$ cat config.mk
export PLATFORM = sky130hd
export DESIGN_NAME = uart_tx_arbiter
export DESIGN_NICKNAME = d
export VERILOG_FILES = /design/src/rtl/uart_tx_arbiter.sv
export SDC_FILE = /design/constraint.sdc
export NUM_CORES = 1
export LEC_CHECK = 0
export BUFFER_PORTS_ARGS = -buffer_cell sky130_fd_sc_hd__buf_4
export CAP_MARGIN = 20
export CELL_PAD_IN_SITES_DETAIL_PLACEMENT = 1
export CELL_PAD_IN_SITES_GLOBAL_PLACEMENT = 1
export CORE_MARGIN = 8
export CORE_UTILIZATION = 28
export CTS_CLUSTER_SIZE = 25
export DETAILED_ROUTE_END_ITERATION = 10
export PLACE_DENSITY = 0.88
export SLEW_MARGIN = 20
export SYNTH_ARGS = -nofsm -noshare
export SYNTH_HDL_FRONTEND = slang
export SYNTH_SLANG_ARGS = --single-unit
$ cat constraint.sdc
create_clock -name clk -period 2.9 [get_ports clk]
set_clock_uncertainty 0.05 [all_clocks]
set_input_delay 0.29 -clock clk [delete_from_list [all_inputs] [get_ports clk]]
set_output_delay 0.29 -clock clk [all_outputs]
set_load 0.01 [all_outputs]
$ cat src/rtl/uart_tx_arbiter.sv
// Round-robin arbiter sharing one UART transmitter among NREQ ports.
// Optional idle-grant timeout: define UART_ARB_TIMEOUT_EN.
module uart_tx_arbiter #(
  parameter int NREQ       = 4,
  parameter int TMO_CYCLES = 65535
) (
  input  logic              clk,
  input  logic              arstn,
  input  logic [NREQ-1:0]   req,
  input  logic [NREQ-1:0]   req_wr,
  input  logic [NREQ-1:0]   req_last,
  input  logic [8*NREQ-1:0] req_din,
  output logic [NREQ-1:0]   req_ready,
  output logic [NREQ-1:0]   grant,
  output logic              busy,
  output logic              tmo,
  input  logic              u_ready,
  output logic              u_wr,
  output logic [7:0]        u_din
);

  localparam int OW = $clog2(NREQ);

  typedef enum logic {
    IDLE = 1'b0,
    LOCK = 1'b1
  } state_t;

  state_t          state;
  state_t          state_nxt;
  logic [NREQ-1:0] grant_nxt;
  logic            busy_nxt;
  logic [OW-1:0]   owner;
  logic [OW-1:0]   owner_nxt;
  logic [OW-1:0]   rr;
  logic [OW-1:0]   rr_nxt;

  logic            lock;
  logic            own_req;
  logic            own_wr;
  logic            own_last;
  logic [7:0]      own_din;
  logic            win_found;
  logic [OW-1:0]   win;
  logic            acc;
  logic            tmo_hit;
  logic            rel;

  assign lock = (state == LOCK);

  // Select the owner's request lines.
  always_comb begin
    own_req  = 1'b0;
    own_wr   = 1'b0;
    own_last = 1'b0;
    own_din  = 8'h00;
    for (int i = 0; i < NREQ; i++) begin
      if (owner == OW'(i)) begin
        own_req  = req[i];
        own_wr   = req_wr[i];
        own_last = req_last[i];
        own_din  = req_din[8*i +: 8];
      end
    end
  end

  // Rotating priority search: ports rr..NREQ-1 first, then 0..rr-1.
  always_comb begin
    win_found = 1'b0;
    win       = '0;
    for (int i = 0; i < NREQ; i++) begin
      if (!win_found && req[i] && (OW'(i) >= rr)) begin
        win_found = 1'b1;
        win       = OW'(i);
      end
    end
    for (int i = 0; i < NREQ; i++) begin
      if (!win_found && req[i] && (OW'(i) < rr)) begin
        win_found = 1'b1;
        win       = OW'(i);
      end
    end
  end

  // Combinational data path from owner to UART.
  always_comb begin
    req_ready = '0;
    for (int i = 0; i < NREQ; i++) begin
      req_ready[i] = lock && (owner == OW'(i)) && u_ready;
    end
    u_wr  = lock && own_wr && u_ready;
    u_din = lock ? own_din : 8'h00;
  end

  assign acc = u_wr;

`ifdef UART_ARB_TIMEOUT_EN
  logic [15:0] cnt;
  logic [15:0] cnt_nxt;
  logic        tmo_q;

  // Idle counter: clears on grant and accepted bytes, saturates.
  always_comb begin
    cnt_nxt = '0;
    tmo_hit = 1'b0;
    if (lock && !acc) begin
      cnt_nxt = (cnt == 16'hFFFF) ? cnt : cnt + 16'd1;
      tmo_hit = (32'(cnt_nxt) >= TMO_CYCLES);
    end
  end

  // Register idle counter and timeout pulse.
  always_ff @(posedge clk or negedge arstn) begin
    if (!arstn) begin
      cnt   <= '0;
      tmo_q <= 1'b0;
    end else begin
      cnt   <= cnt_nxt;
      tmo_q <= tmo_hit;
    end
  end

  assign tmo = tmo_q;
`else
  logic [31:0] unused_tmo;
  assign unused_tmo = 32'(TMO_CYCLES);
  assign tmo_hit    = 1'b0;
  assign tmo        = 1'b0;
`endif

  assign rel = (acc && own_last) || (!own_req && !acc) || tmo_hit;

  // Next-state logic: arbitrate in IDLE, release in LOCK.
  always_comb begin
    state_nxt = state;
    grant_nxt = grant;
    busy_nxt  = busy;
    owner_nxt = owner;
    rr_nxt    = rr;
    unique case (state)
      IDLE: begin
        grant_nxt = '0;
        busy_nxt  = 1'b0;
        if (win_found) begin
          state_nxt = LOCK;
          owner_nxt = win;
          busy_nxt  = 1'b1;
          for (int i = 0; i < NREQ; i++) begin
            grant_nxt[i] = (win == OW'(i));
          end
        end
      end
      LOCK: begin
        if (rel) begin
          state_nxt = IDLE;
          grant_nxt = '0;
          busy_nxt  = 1'b0;
          rr_nxt    = (owner == OW'(NREQ-1)) ? '0
                                             : owner + OW'(1);
        end
      end
    endcase
  end

  // State register.
  always_ff @(posedge clk or negedge arstn) begin
    if (!arstn) begin
      state <= IDLE;
      grant <= '0;
      busy  <= 1'b0;
      owner <= '0;
      rr    <= '0;
    end else begin
      state <= state_nxt;
      grant <= grant_nxt;
      busy  <= busy_nxt;
      owner <= owner_nxt;
      rr    <= rr_nxt;
    end
  end

endmodule

=== After elaboration in Yosys (flattened, before gate mapping) ===
Index checks and enable logic that the tools add are counted.

* Eq/ne operators: 7
* Add/sub/neg operators: 1
* Reduce and logical (&&, ||, !) cells: 41
* Bitwise logic cells: 1
* $lt $le $gt $ge: 8
* Muxes and demuxes: 41

{| class="wikitable"
|+ Operator list
! operator !! number
|-
| 2-to-1 mux 8 bit || 5
|-
| logical AND 1 bit || 27
|-
| 2-to-1 mux 1 bit || 24
|-
| 2-to-1 mux 2 bit || 7
|-
| logical NOT 1 bit || 9
|-
| equality test 2 bit (second input constant) || 4
|-
| 2-to-1 mux 4 bit || 2
|-
| case mux 4 bit (2 select lines) || 1
|-
| equality test 2 x 1 -> 1 bit (second input constant) || 2
|-
| >= comparator 1 x 2 -> 1 bit (first input constant) || 2
|-
| >= comparator 2 bit (first input constant) || 2
|-
| logical NOT 2 bit || 2
|-
| < comparator 1 x 2 -> 1 bit (first input constant) || 2
|-
| < comparator 2 bit (first input constant) || 2
|-
| case mux 1 bit (2 select lines) || 2
|-
| AND reduction 2 bit || 2
|-
| adder 2 x 1 -> 2 bit (second input constant) || 1
|-
| != test 2 x 1 -> 1 bit (second input constant) || 1
|-
| logical OR 1 bit || 1
|-
| NOT 1 bit || 1
|}

* Logic and storage cells: 104
* Bits of input ports: 47
* Register bits: 10
* Output and inout port bits: 19

=== Depth between registers and ports, before layout ===
* Depth after elaboration: 34
* Mapped depth: 8
* Mapped depth without buffers: 7

=== Worst setup path after synthesis ===
No wires, ideal clock.

* Path kind: register to register
* From: register owner[0]
* To: register rr[0]
* Clock period less this slack: 2.110 ns
* Required time: 2.725 ns
* Library setup time: 0.125 ns
* Stages on the path, launching flop included: 9
* Setup slack: 0.790 ns
* Arrival time: 1.935 ns
* Buffers on the path: 1
* Cell sequence: dfrtp_1 inv_1 ha_1 nor2b_2 buf_4 a22oi_2 a211o_1 mux2_4 mux2_4

* Word-level cells in the longest chain between the ends: 11
* Elaborated cells on any way between the ends: 26
* Classes of those cells: add/sub (1); eq/ne (3); mux (13); reduce/logical (9)

{| class="wikitable"
|+ Ends and longest elaborated chain
! item !! RTL line !! text
|-
| from (decl) || 33 || <nowiki>logic [OW-1:0] owner;</nowiki>
|-
| from (signal assigned) || 177 || <nowiki>owner <= owner_nxt;</nowiki>
|-
| logical NOT 2 bit || 58 || <nowiki>if (owner == OW'(i)) begin</nowiki>
|-
| 2-to-1 mux 1 bit (4 in series) || 58 ||
|-
| logical AND 1 bit (2 in series) || 91 || <nowiki>u_wr = lock && own_wr && u_ready;</nowiki>
|-
| logical NOT 1 bit || 131 || <nowiki>assign rel = (acc && own_last) || (!own_req && !acc) || tmo_hit;</nowiki>
|-
| logical AND 1 bit || 131 ||
|-
| logical OR 1 bit || 131 ||
|-
| AND reduction 2 bit (no line) || -- ||
|-
| to (signal assigned) || 178 || <nowiki>rr <= rr_nxt;</nowiki>
|-
| to (decl) || 35 || <nowiki>logic [OW-1:0] rr;</nowiki>
|}

Parallel ways exist; a longest one is shown, timed or not.
A chain may end at the register's enable or synchronous reset.

=== Worst setup path in the final report ===
* From: register owner[0]
* To: register busy

* Word-level cells in the longest chain between the ends: 11
* Elaborated cells on any way between the ends: 24
* Classes of those cells: eq/ne (4); mux (12); reduce/logical (8)

{| class="wikitable"
|+ Ends and longest elaborated chain
! item !! RTL line !! text
|-
| logical NOT 2 bit || 58 ||
|-
| 2-to-1 mux 1 bit (4 in series) || 58 ||
|-
| logical AND 1 bit (2 in series) || 91 ||
|-
| logical NOT 1 bit || 131 ||
|-
| logical AND 1 bit || 131 ||
|-
| logical OR 1 bit (*) || 131 ||
|-
| != test 2 x 1 -> 1 bit (no line) (*) || -- ||
|-
| to (signal assigned) || 176 || <nowiki>busy <= busy_nxt;</nowiki>
|-
| to (decl) || 15 || <nowiki>output logic busy,</nowiki>
|}

Mark *: on every way between the ends. The rest lies on a longest branch, timed or not.

==> impl_metrics.ini <==
[logic_synthesis]
synth_top_family_by_area = compound AO/OA/AOI/OAI gates
synthAdderAreaFrac_pct = 5.06
synthArstFlopShare_pct = 100
synth_compound_area_share_pct = 29.0
yosys.area_share.simple_pct = 27.7
ys.flop_type = dfrtp_1
yosysWarnings = 0
seq_area_frac_synth_pct = 25.3
synth_edf_count = 0
synthXorXnorAreaFrac_pct = 0
synthCells = 126
avgSynthCellArea_um2 = 7.84
synth.net_count = 177
ys_ff_latch = 10
synthesis.area_um2 = 988
muxShareOfSynthArea_pct = 5.57
synth.distinct_cells = 36

[detailed_routing]
routedWlPerCell_um = 18.7
ant_nets = 0
dr.first_iter.drc_count = 80
totalWireLength_um = 4380
drtPass1Iterations = 4
viasPerCell = 5.22
dr_total_vias = 1222
drc_errors = 0

[final_layout]
drive_gt1_share_pct = 40.4
nets = 240
diodes = 0
area_growth_pct = 56.3
fin_cells = 234
utilization_pct = 45.9

[clock_tree]
cts_sinks = 10
clockBufferDepth = 2
h-tree-depth = 1
clk_pin_slew_worst_paths_ps = 80
post-cts-setup-buffer-count = 0
ctsResizeCount = 0
insertion_delay_ps = 270
cts-root-buf = clkbuf_4
cts_tree = done
cts_buffers = 3
postCtsHoldBufs = 1

[job]
cap_violations = 0

[setup_path]
r2r_slack_ps = 410
crit_path_end_kind = flip-flop
startpoint_type = flip-flop
reg2reg_from = owner[0]$_DFFE_PN0P_
cp_data_arrival_time_ps = 2560
reg2regPathDepth = 6
path_class = flip-flop to flip-flop
crit_required_ps = 2970
critPathMaxFanout = 22
r2r-end = busy$_DFFE_PN0P_
slowest_stage = ha_1
cp_cell_sequence = inv_1, ha_1, nor3b_1, a211o_1, mux2i_1, o21ai_1
crit_path_max_incr_delay_ps = 600

[sta]
rsz0062_at_grt = false
fin_crit_ps = 2490
hold_viol = 0
drv_slew = 0
tightest_slew_ps = 681
max_freq_mhz = 402
setup_viol = 0
relSlewSlack_pct = 54.6
fin_tns_setup_ps = 0
period_share_pct = 85.7

[grt]
gr-total-overflow = 0
first_global_vias = 1334
antenna_found_initial = 0
grt_pass1_wl_um = 6600
grt_use_total_pct = 15.4
grt_max_degree = 23

[outcome]
status = completed

[power]
worst_ir_drop_vdd_v = 0.000406
powerDensity_nw_per_um2 = 1010
leakagePower_nw = 0.776
fin_total_pwr_mw = 1.56

[place]
place_hpwl_um = 3620
placedCellCount = 229
finalWeightedCongestion = 0.846
port-buffer-count = 64

[min_path]
hold_path_class = primary input to asynchronous set/reset pin

[die]
core_um2 = 3360
dieArea_um2 = 5690
ios = 66
die_x_um = 75.4
die_h_um = 75.4
std_cell_rows = 21
start_util_pct = 29.4
[critical path: cells and delay by family, from the launching register on]
kind	cells	cell delay, ps
AOI/OAI and AO/OA	2	350
adders and majority gates	1	600
buffers and inverters	1	110
DFF	1	430
muxes	1	510
and+or+nand+nor	1	290
[power by group]
part	switching [mW]	internal [mW]	total (mW)	leakage, nW
Combinational	0.580	0.550	1.13	0.630
Clock	0.0532	0.0763	0.130	0.0210
Sequential	0.0880	0.210	0.298	0.125
Total	0.721	0.836	1.56	0.776
[placed cells by master (no fill, tap or decap), types with 3 or more instances in the layout]
cell / instances
inv_1: 6
clkbuf_4: 3
ha_1: 4
dfrtp_1: 10
nor2_1: 10
a21oi_1: 12
o2bb2ai_1: 5
nor3b_1: 3
buf_4: 66
a221oi_1: 8
nand2_1: 11
nor2b_1: 9
and3_1: 4
mux2_4: 3
nor3_1: 7
[cell type report]
type | instances | area (um2)
multi-input combinational | 100 | 669
inverter | 7 | 26.3
clock buffer | 4 | 36.3
sequential | 10 | 250
fill | 450 | 1820
timing repair buffer | 67 | 505
tap | 46 | 57.6
[per-layer routing]
metal	up-vias	wire length, um	GRT usage [%]
li1	580	-	-
met1	573	1960	18.3
met2	64	1890	26.1
met3	5	489	4.34
met4	0	38	4.48
met5	-	0	0
[flip-flops by register name, indices dropped and copies added, names as in the netlist]
register	count
owner	2
rr	2
lock	1
grant	4
busy	1
[Yosys cell counts (2+ instances only)]
cell type / count / share of area, %
buf_4: 2 / 1.5
o21ai_1: 2 / 1.0
nand2_1: 11 / 4.2
nand2b_1: 2 / 1.3
o22a_1: 2 / 1.8
o2bb2ai_1: 5 / 4.4
nor2_1: 10 / 3.8
inv_1: 6 / 2.3
nor2b_1: 9 / 5.7
nor3b_1: 3 / 2.3
nor3_1: 7 / 3.5
a21oi_1: 12 / 6.1
o21ai_0: 2 / 1.0
mux2_4: 3 / 4.6
a221oi_1: 8 / 7.1
and3_1: 4 / 2.5
clkbuf_1: 5 / 1.9
a211o_1: 2 / 1.8
nand3b_1: 2 / 1.5
dfrtp_1: 10 / 25
ha_1: 4 / 5.1
[worst max-delay path by stage]
stage	start	endpoint	slack (ps)	cells after the start
finish	owner[0]$_DFFE_PN0P_	busy$_DFFE_PN0P_	410	6
floorplan	owner[0]$_DFFE_PN0P_	rr[0]$_DFFE_PN0P_	790	8
detailed placement	owner[0]$_DFFE_PN0P_	busy$_DFFE_PN0P_	420	6
CTS	owner[0]$_DFFE_PN0P_	busy$_DFFE_PN0P_	410	6
global route	owner[0]$_DFFE_PN0P_	busy$_DFFE_PN0P_	200	6
global placement	owner[0]$_DFFE_PN0P_	busy$_DFFE_PN0P_	600	6
[through the flow]
step | hold WS (ps) | worst slack (ps) | cell area, um2
after global routing | 325 | 204 | 1550
after global placement | 70.7 | 598 | 1500
after detailed placement | 78.0 | 418 | 1500
final | 320 | 413 | 1550
after CTS | 315 | 406 | 1550
after floorplan | -55.6 | 790 | 988
[cell families (layout without fill, tap and decap cells)]
kind of cell,count (synthesis),after routing
buffers and inverters,16,78
adder cells (fa/ha/maj),4,4
other,1,1
AND/OR/NAND/NOR,52,52
multiplexers,4,4
flip-flops,10,10
AO/OA/AOI/OAI,39,39
Note: power is estimated with default switching activity, not from simulation.
